--- src/rtl/rgmii_tx_pkg.sv ---
// -----------------------------------------------------------------------------
// rgmii_tx_pkg
// Shared types, constants and helpers for the RGMII transmit adapter.
//   state_t     : transmit FSM states
//   SLOT_100    : sys_clk cycles per byte at 100M (two 25 MHz TXC periods)
//   IFG_BYTES   : idle byte slots forced after every frame
//   SPEED_100   : value of the speed select meaning 100M
//   PHASE_W     : width of the 100M phase counter
//   txc_pattern : DDR TXC (h,l) pair for a given speed and phase
//   map_txd     : DDR TXD nibble pair {h,l} for a given speed and half-slot
// -----------------------------------------------------------------------------
package rgmii_tx_pkg;

    typedef enum logic [2:0] {
        IDLE,
        DATA,
        ERR,
        DROP,
        IFG
    } state_t;

    localparam int   SLOT_100  = 10;
    localparam int   IFG_BYTES = 12;
    localparam logic SPEED_100 = 1'b1;
    localparam int   PHASE_W   = 4;
    localparam int   HALF_100  = SLOT_100 / 2;

    // At 100M one TXC period spans five sys_clk cycles (ten half-cycles):
    // five high half-cycles followed by five low ones, repeated twice per slot.
    function automatic logic [1:0] txc_pattern(input logic speed,
                                               input logic [PHASE_W-1:0] phase);
        logic [PHASE_W-1:0] p;
        if (speed != SPEED_100) begin
            return 2'b10;
        end
        p = (phase >= PHASE_W'(HALF_100)) ? phase - PHASE_W'(HALF_100) : phase;
        return {(p < PHASE_W'(3)), (p < PHASE_W'(2))};
    endfunction

    // 1000M sends both nibbles in one cycle; 100M repeats the low nibble for
    // the first half of the slot and the high nibble for the second half.
    function automatic logic [7:0] map_txd(input logic speed,
                                           input logic low_half,
                                           input logic [7:0] b);
        if (speed == SPEED_100) begin
            return low_half ? {b[3:0], b[3:0]} : {b[7:4], b[7:4]};
        end
        return {b[3:0], b[7:4]};
    endfunction

endpackage

--- src/rtl/rgmii_tx_clkgen.sv ---
// -----------------------------------------------------------------------------
// rgmii_tx_clkgen
// Byte-slot timing for the RGMII transmit adapter: latched speed, phase
// counter, slot_end strobe and the registered TXC pattern.
// Ports:
//   sys_clk, sys_rst_n : clock, asynchronous active-low reset
//   speed_sel          : requested speed (1 = 100M, 0 = 1000M)
//   sample_en          : speed may be re-latched (FSM is idle)
//   slot_end           : last cycle of the current byte slot
//   speed_next         : speed value the latch takes at the next edge
//   phase_next         : phase value the counter takes at the next edge
//   txc_h, txc_l       : registered DDR inputs for the TXC pin
// -----------------------------------------------------------------------------
module rgmii_tx_clkgen #(
    parameter int SLOT_100 = rgmii_tx_pkg::SLOT_100
) (
    input  logic                             sys_clk,
    input  logic                             sys_rst_n,
    input  logic                             speed_sel,
    input  logic                             sample_en,
    output logic                             slot_end,
    output logic                             speed_next,
    output logic [rgmii_tx_pkg::PHASE_W-1:0] phase_next,
    output logic                             txc_h,
    output logic                             txc_l
);
    import rgmii_tx_pkg::PHASE_W, rgmii_tx_pkg::SPEED_100, rgmii_tx_pkg::txc_pattern;

    logic               speed_q_reg;
    logic [PHASE_W-1:0] phase_reg;
    logic               txc_h_reg;
    logic               txc_l_reg;
    logic [1:0]         txc_next;

    assign slot_end = (speed_q_reg == SPEED_100) ? (phase_reg == PHASE_W'(SLOT_100 - 1)) : 1'b1;

    always_comb begin
        speed_next = (sample_en && slot_end) ? speed_sel : speed_q_reg;
        // A speed change always starts a fresh slot at phase 0.
        if (speed_next != speed_q_reg) begin
            phase_next = '0;
        end else if (speed_q_reg == SPEED_100) begin
            phase_next = slot_end ? '0 : phase_reg + 1'b1;
        end else begin
            phase_next = '0;
        end
        txc_next = txc_pattern(speed_next, phase_next);
    end

    always_ff @(posedge sys_clk or negedge sys_rst_n) begin
        if (!sys_rst_n) begin
            speed_q_reg <= 1'b0;
            phase_reg   <= '0;
            txc_h_reg   <= 1'b0;
            txc_l_reg   <= 1'b0;
        end else begin
            speed_q_reg <= speed_next;
            phase_reg   <= phase_next;
            txc_h_reg   <= txc_next[1];
            txc_l_reg   <= txc_next[0];
        end
    end

    assign txc_h = txc_h_reg;
    assign txc_l = txc_l_reg;

endmodule

--- src/rtl/rgmii_tx_adapter.sv ---
// -----------------------------------------------------------------------------
// rgmii_tx_adapter
// Formats a MAC byte stream into DDR register inputs for an RGMII transmitter
// at 100M or 1000M, enforcing the inter-frame gap and handling MAC underrun.
// Ports:
//   sys_clk, sys_rst_n   : 125 MHz clock, asynchronous active-low reset
//   SPEED_IS_100_1000    : speed select (1 = 100M, 0 = 1000M), sys_clk domain
//   tx_data/valid/eop    : MAC byte stream, eop marks the last byte
//   tx_ready             : byte taken when tx_valid & tx_ready
//   txd_h, txd_l         : TXD for rising / falling half-cycle
//   txctl_h, txctl_l     : TX_EN and TX_EN ^ TX_ER
//   txc_h, txc_l         : TXC pattern for the DDR output
//   tx_underrun          : one-cycle pulse when the MAC starves a frame
// -----------------------------------------------------------------------------
module rgmii_tx_adapter #(
    parameter int SLOT_100  = rgmii_tx_pkg::SLOT_100,
    parameter int IFG_BYTES = rgmii_tx_pkg::IFG_BYTES
) (
    input  logic       sys_clk,
    input  logic       sys_rst_n,
    input  logic       SPEED_IS_100_1000,
    input  logic [7:0] tx_data,
    input  logic       tx_valid,
    input  logic       tx_eop,
    output logic       tx_ready,
    output logic [3:0] txd_h,
    output logic [3:0] txd_l,
    output logic       txctl_h,
    output logic       txctl_l,
    output logic       txc_h,
    output logic       txc_l,
    output logic       tx_underrun
);
    import rgmii_tx_pkg::state_t, rgmii_tx_pkg::IDLE, rgmii_tx_pkg::DATA,
           rgmii_tx_pkg::ERR, rgmii_tx_pkg::DROP, rgmii_tx_pkg::IFG,
           rgmii_tx_pkg::PHASE_W, rgmii_tx_pkg::map_txd;

    localparam int IFG_W = (IFG_BYTES > 1) ? $clog2(IFG_BYTES) : 1;

    state_t             state_reg;
    logic [IFG_W-1:0]   ifg_cnt_reg;
    logic [7:0]         byte_reg;
    logic [7:0]         byte_next;
    logic [7:0]         txd_next;
    logic [3:0]         txd_h_reg;
    logic [3:0]         txd_l_reg;
    logic               txctl_h_reg;
    logic               txctl_l_reg;
    logic               tx_underrun_reg;

    logic               slot_end;
    logic               speed_next;
    logic [PHASE_W-1:0] phase_next;
    logic               load_byte;
    logic               underrun;

    rgmii_tx_clkgen #(
        .SLOT_100 (SLOT_100)
    ) u_clkgen (
        .sys_clk    (sys_clk),
        .sys_rst_n  (sys_rst_n),
        .speed_sel  (SPEED_IS_100_1000),
        .sample_en  (state_reg == IDLE),
        .slot_end   (slot_end),
        .speed_next (speed_next),
        .phase_next (phase_next),
        .txc_h      (txc_h),
        .txc_l      (txc_l)
    );

    // Gated by reset so the handshake reads 0 while the block is held.
    assign tx_ready = sys_rst_n && slot_end &&
                      (state_reg == IDLE || state_reg == DATA || state_reg == DROP);

    // Bytes taken in DROP are discarded, so only IDLE/DATA load the shifter.
    assign load_byte = tx_ready && tx_valid && (state_reg == IDLE || state_reg == DATA);
    assign underrun  = slot_end && (state_reg == DATA) && !tx_valid;

    // Pin values are computed from next-cycle phase/speed so that the
    // registered outputs line up with the phase counter.
    always_comb begin
        byte_next = byte_reg;
        if (slot_end) begin
            byte_next = load_byte ? tx_data : 8'h00;
        end
        txd_next = map_txd(speed_next, (phase_next < PHASE_W'(SLOT_100 / 2)), byte_next);
    end

    always_ff @(posedge sys_clk or negedge sys_rst_n) begin
        if (!sys_rst_n) begin
            state_reg       <= IDLE;
            ifg_cnt_reg     <= '0;
            byte_reg        <= 8'h00;
            txd_h_reg       <= 4'h0;
            txd_l_reg       <= 4'h0;
            txctl_h_reg     <= 1'b0;
            txctl_l_reg     <= 1'b0;
            tx_underrun_reg <= 1'b0;
        end else begin
            byte_reg        <= byte_next;
            txd_h_reg       <= txd_next[7:4];
            txd_l_reg       <= txd_next[3:0];
            tx_underrun_reg <= underrun;
            if (slot_end) begin
                // Data slot: EN=1, ER=0. Error slot: EN=1, ER=1 -> low half 0.
                txctl_h_reg <= load_byte || underrun;
                txctl_l_reg <= load_byte;
                case (state_reg)
                    IDLE: begin
                        if (load_byte) begin
                            state_reg   <= tx_eop ? IFG : DATA;
                            ifg_cnt_reg <= '0;
                        end
                    end
                    DATA: begin
                        if (underrun) begin
                            state_reg <= ERR;
                        end else if (tx_eop) begin
                            state_reg   <= IFG;
                            ifg_cnt_reg <= '0;
                        end
                    end
                    ERR: begin
                        state_reg <= DROP;
                    end
                    DROP: begin
                        if (tx_valid && tx_eop) begin
                            state_reg   <= IFG;
                            ifg_cnt_reg <= '0;
                        end
                    end
                    IFG: begin
                        // The first IFG slot still carries the eop byte; the
                        // final idle slot is spent in IDLE with tx_ready high.
                        if (ifg_cnt_reg == IFG_W'(IFG_BYTES - 1)) begin
                            state_reg <= IDLE;
                        end else begin
                            ifg_cnt_reg <= ifg_cnt_reg + 1'b1;
                        end
                    end
                    default: begin
                        state_reg <= IDLE;
                    end
                endcase
            end
        end
    end

    assign txd_h       = txd_h_reg;
    assign txd_l       = txd_l_reg;
    assign txctl_h     = txctl_h_reg;
    assign txctl_l     = txctl_l_reg;
    assign tx_underrun = tx_underrun_reg;

endmodule

--- config.mk ---
export PLATFORM = sky130hd
export DESIGN_NAME = rgmii_tx_adapter
export DESIGN_NICKNAME = d
export VERILOG_FILES = /design/src/rtl/rgmii_tx_pkg.sv /design/src/rtl/rgmii_tx_clkgen.sv /design/src/rtl/rgmii_tx_adapter.sv
export SDC_FILE = /design/constraint.sdc
export NUM_CORES = 1
export LEC_CHECK = 0
export CAP_MARGIN = 20
export CORE_ASPECT_RATIO = 1.1
export CORE_MARGIN = 2
export CORE_UTILIZATION = 48
export CTS_CLUSTER_SIZE = 12
export DETAILED_ROUTE_END_ITERATION = 12
export GPL_TIMING_DRIVEN = 1
export HOLD_SLACK_MARGIN = 0.1
export PLACE_DENSITY = 0.77
export SLEW_MARGIN = 25
export SYNTH_ARGS = -nofsm -noshare
export SYNTH_HDL_FRONTEND = slang
export SYNTH_SLANG_ARGS = --single-unit
--- constraint.sdc ---
create_clock -name sys_clk -period 2.28 [get_ports sys_clk]
set_clock_uncertainty 0.05 [all_clocks]
set_input_delay 0.684 -clock sys_clk [delete_from_list [all_inputs] [get_ports sys_clk]]
set_output_delay 0.684 -clock sys_clk [all_outputs]
set_load 0.1 [all_outputs]
Word-level counts from Yosys, hierarchy flattened
Cells that the tools add are included.
{"block": "classes", "n_shift": 0, "addsub": 3, "bitwise": 0, "eq_ne": 14, "multipliers": 0, "order_cmp": 4, "n_reduce_logical": 16, "mux": 26, "n_div": 0}
{"operator": "8-bit 2-to-1 mux", "n": 5}
{"operator": "4-bit 2-to-1 mux", "n": 9}
{"operator": "3-bit 2-to-1 mux", "n": 6}
{"operator": "4-bit one-hot mux with 4 select lines", "n": 1}
{"operator": "3-bit one-hot mux with 5 select lines", "n": 1}
{"operator": "2-bit != test (second input constant)", "n": 5}
{"operator": "4-bit by 1-bit adder with 4-bit output (second input constant)", "n": 2}
{"operator": "4-bit == test (second input constant)", "n": 2}
{"operator": "1-bit logical AND", "n": 8}
{"operator": "4-bit by 2-bit less-than comparator with 1-bit output (second input constant)", "n": 2}
{"operator": "7-bit AND reduction", "n": 1}
{"operator": "3-bit by 2-bit == test with 1-bit output (second input constant)", "n": 2}
{"operator": "5-bit AND reduction", "n": 1}
{"operator": "4-bit by 3-bit greater-or-equal comparator with 1-bit output (second input constant)", "n": 1}
{"operator": "4-bit by 3-bit less-than comparator with 1-bit output (second input constant)", "n": 1}
{"operator": "4-bit nonzero test", "n": 1}
{"operator": "4-bit by 3-bit subtractor with 4-bit output (second input constant)", "n": 1}
{"operator": "3-bit by 1-bit == test with 1-bit output (second input constant)", "n": 1}
{"operator": "3-bit == test (second input constant)", "n": 1}
{"operator": "3-bit logical NOT", "n": 1}
{"operator": "1-bit logical OR", "n": 3}
{"operator": "1-bit 2-to-1 mux", "n": 3}
{"operator": "3-bit != test (second input constant)", "n": 1}
{"operator": "2-bit 2-to-1 mux", "n": 1}
{"operator": "other kinds (3)", "n": 3}
{"block": "word_totals", "romBits": 0, "latchBits": 0, "output_inout_bits": 14, "input_bits": 13, "elab_cells": 75, "memories": 0, "ff_bits": 33, "ram_bits": 0}

Depth between registers and ports, before layout
{"block": "depth", "ltp_word": 11, "depth_mapped": 12, "depth_no_buf": 11}

Cells and area by module
Synthesis repeated with hierarchy kept, for this count alone.
{"block": "hier_totals", "hier_cells": 154, "hier_area_um2": 1661.6}
{"mod": "rgmii_tx_adapter", "seq_area_each_um2": 650.6, "area_each_um2": 1223.7, "cells_each": 110, "instances": 1}
{"mod": "rgmii_tx_clkgen", "seq_area_each_um2": 175.2, "area_each_um2": 437.9, "cells_each": 44, "instances": 1}

Worst setup path after synthesis
OpenSTA, ideal clock, no wires.
{"block": "synth_timing", "kind": "flip-flop to output port", "startpoint": "reg u_clkgen.phase_reg[0]", "endpoint": "out tx_ready", "path_stages_with_launch": 6, "path_slack_ns": -0.439, "t_arrival_ns": 1.985, "path_cell_list": "dfrtp_1 ha_1 nand2_1 o21ai_2 clkbuf_1 and4_1"}
{"block": "synth_between", "elab_chain_len": 4}
{"element": "start, declared", "line": "rgmii_tx_clkgen.sv:30", "source": "logic [PHASE_W-1:0] phase_reg;"}
{"element": "start signal, assigned", "line": "rgmii_tx_clkgen.sv:58", "source": "phase_reg <= phase_next;"}
{"element": "4-bit == test", "line": "rgmii_tx_clkgen.sv:35", "source": "assign slot_end = (speed_q_reg == SPEED_100) ? (phase_reg == PHASE_W'(SLOT_100 - 1)) : 1'b1;"}
{"element": "1-bit 2-to-1 mux", "line": "rgmii_tx_clkgen.sv:35"}
{"element": "1-bit logical AND (2 in series)", "line": "rgmii_tx_adapter.sv:72", "source": "assign tx_ready = sys_rst_n && slot_end &&"}
{"element": "end, declared", "line": "rgmii_tx_adapter.sv:25", "source": "output logic tx_ready,"}
No other way between the ends.

Worst setup path after layout
{"block": "layout_timing", "startpoint": "reg u_clkgen.phase_reg[1]", "endpoint": "out tx_ready"}
Same word-level chain as after synthesis.

==> impl_metrics.tcl <==
set metrics [dict create \
    hold_path_depth 2 \
    dieHeight_um 67.0 \
    p_sw_mw 1.61 \
    combPwrFrac_pct 62.4 \
    root_buffer "clkbuf_4" \
    clk_path_buf_depth 2 \
    vias_per_cell 5.41 \
    antenna_found_initial 0 \
    max_stage_delay_ns 0.40 \
    ys_ff_latch 33 \
    dieArea_um2 4100 \
    postCtsHoldBufs 0 \
    diodes 0 \
    setup_viol 1 \
    start_kind "flop" \
    r2r-end "u_clkgen.txc_l" \
    largest_reg_flops 8 \
    fin_hold_ws_ns 0.443 \
    p_int_mw 1.86 \
    grt_pass1_vias 1480 \
    coreArea_um2 3390 \
    drv_cap 0 \
    clock_sinks 33 \
    relSlewSlack_pct 70.2 \
    io_buffer_count 26 \
    clk_pin_slew_ns 0.11 \
    slew_viol_final 0 \
    setup_ws_ns -0.113 \
    numCtsBuffers 5 \
    arrival_ns 1.66 \
    worstPathMaxFanout 2 \
    core.rowCount 22 \
    clockPowerShare_pct 9.4 \
    p_sw_share_pct 46.4 \
    p_seq_share_pct 28.1 \
    crit_chain "inv_2, ha_4, nand2_4, o21ai_2, buf_4, and4_4, buf_12" \
    synthCells 168 \
    async_flop_share_pct 100 \
    die_x_um 61.2 \
    ant_nets 0 \
    syn-cell-area_um2 1730 \
    synth-edff-count 0 \
    grt_max_degree 22 \
    routed_wl_um 3810 \
    hold_viol_final 0 \
    crit-reg2reg-launch "u_clkgen.phase_reg[1]" \
    synth_warnings 0 \
    hold_path_class "flop to flop" \
    drc 0 \
    r2r_cells 13 \
    fin_crit_ns 2.39 \
    synth_cell_types 51 \
    pin_count 27 \
    whs_endpoint "txctl_l" \
    rsz0062_at_grt "true" \
    fmax_ghz 0.418 \
    reg2reg_slack_ns 0.01 \
    finalCritPeriodShare_pct 105 \
    fin_nets 238 \
    post_dp_cell_area_um2 2150 \
    drtPass1Iterations 4 \
    cts_tree "yes" \
    grt_use_total_pct 21.6 \
    worst_skew_pair.late_latency_ns 0.34 \
    grt_pass1_wl_um 6540 \
    detailed_place_hpwl_um 2780 \
    leakagePower_nw 1.19 \
    syn_to_final_growth_pct 32.5 \
    drive_gt1_share_pct 31.7 \
    final_cell_area_um2 2290 \
    drtIter0Drc 56 \
    final_core_util_pct 67.7 \
    seq_area_frac_synth_pct 47.7 \
    critical_path_required_ns 1.55 \
    num_vias 1455 \
    status "finished with violations" \
    path_depth 7 \
    endpoint_kind "primary output" \
    critPathTopFamily "flip-flops" \
    holdCritStartpoint "txctl_l" \
    wl_per_cell_um 14.2 \
    overflow 0 \
    synth_nets 186 \
    syn_avg_cell_area_um2 10.3 \
    powerDensity_nw_per_um2 1510 \
    htree_levels 2 \
    ys.flop_type "dfrtp_1" \
    floorplan.initialDensity_pct 51.1 \
    gp_congestion 0.897 \
    crit_slowest_cell "dfrtp_1" \
    criticalPathCategory "flop to primary output" \
    worst_pin_slew_ns 0.447 \
    violations "negative setup slack" \
    ir_worst_vdd_mv 1.16 \
    crit_buf_inv 3 \
    fin_setup_tns_ns -0.113 \
]
[what timing repair did]
item / 4_1_cts / 5_1_grt
setup buffers: 2 / 3
endpoints found under the setup margin: 6 / 7
pin swaps: 2 / 2
gates resized for setup: 6 / 7
[cells in the final DEF (no fill, tap or decap), drive strengths merged, types with 5 or more instances in the layout]
master | netlist | layout
a21oi | 9 | 9
nor2 | 6 | 6
o21ai | 6 | 6
ha | 5 | 5
mux2i | 10 | 10
buf | 4 | 41
nand2 | 12 | 12
inv | 18 | 18
dfrtp | 33 | 33
and3 | 9 | 9
clkdlybuf4s50 | 0 | 12
clkbuf | 4 | 5
[layer usage]
layer / routed length, um / global-route usage, % / vias to the layer above
met5: 0 / 0 / -
met4: 61 / 7.34 / 0
met3: 126 / 5.44 / 7
met2: 2090 / 38.2 / 27
met1: 1530 / 24.8 / 725
li1: - / - / 696
[worst max-delay path by stage]
stage	start	endpoint	slack [ns]
after floorplan	u_clkgen.phase_reg[0]	u_clkgen.txc_l	-0.03
after global placement	sys_rst_n	tx_ready	-0.08
after detailed placement	sys_rst_n	ifg_cnt_reg[0]	-0.19
after CTS	u_clkgen.phase_reg[1]	tx_ready	-0.13
after global routing	u_clkgen.phase_reg[1]	tx_ready	-0.16
final	u_clkgen.phase_reg[1]	tx_ready	-0.11
[synthesized netlist by cell type (2+ instances only)]
cell	count	share of area [%]
clkbuf_1	4	0.87
a31oi_1	2	0.72
nand2_1	12	2.6
o21a_1	2	0.87
buf_2	3	0.87
inv_1	18	3.9
nor2b_1	2	0.72
o21ai_1	4	1.2
a21oi_1	9	2.6
nand3_1	3	0.87
nor2_1	6	1.3
ha_1	5	3.6
nand2b_1	3	1.1
a211oi_1	2	0.87
or3b_1	2	1.0
and3_1	9	3.3
a21o_1	2	0.87
mux2i_1	10	5.8
and2_1	2	0.72
nor4_1	2	0.72
dfrtp_1	33	48
nor3_1	4	1.2
[through the flow]
| stage | power, mW | instances | setup slack, ns |
|---|---|---|---|
| after detailed placement | 2.92 | 256 | -0.185 |
| after floorplan | 2.40 | 168 | -0.0331 |
| after CTS | 3.32 | 266 | -0.126 |
| final | 3.47 | 269 | -0.113 |
| after global routing | 3.69 | 269 | -0.159 |
| after global placement | 2.86 | 256 | -0.0822 |
[power by group through the flow]
stage / registers [mW] / clock network (mW) / logic, mW
CTS: 0.969 / 0.338 / 2.01
detailed placement: 0.975 / 0 / 1.94
finish: 0.977 / 0.327 / 2.17
global route: 1.01 / 0.352 / 2.34
global placement: 0.961 / 0 / 1.89
floorplan: 1.24 / 0 / 1.16
[area by class of cell]
| cell class | instances | area [um^2] |
|---|---|---|
| Fill cell | 275 | 1090 |
| Inverter | 18 | 67.6 |
| Timing Repair Buffer | 53 | 444 |
| Sequential cell | 33 | 826 |
| Tap cell | 48 | 60.1 |
| Clock buffer | 5 | 37.5 |
| Multi-Input combinational cell | 109 | 836 |
| Clock inverter | 3 | 22.5 |
[worst reg2reg max path: cells and delay by family (launching register included)]
| kind | cells | cell delay [ns] |
|---|---|---|
| simple gates | 4 | 0.23 |
| flops | 1 | 0.40 |
| fa+ha+maj | 2 | 0.34 |
| buf+inv | 4 | 0.45 |
| compound gates | 3 | 0.71 |
[cells by family (layout without fill, tap and decap cells)]
| family | after synthesis | count (layout) | share of synthesized area [%] |
|---|---|---|---|
| compound gates | 36 | 36 | 16.6 |
| xor+xnor | 1 | 1 | 0.506 |
| fa+ha+maj | 5 | 5 | 3.62 |
| buf+inv | 26 | 79 | 6.29 |
| flops | 33 | 33 | 47.7 |
| mux | 11 | 11 | 6.44 |
| simple gates | 56 | 56 | 18.9 |
Power figures use the tool's default switching activity.
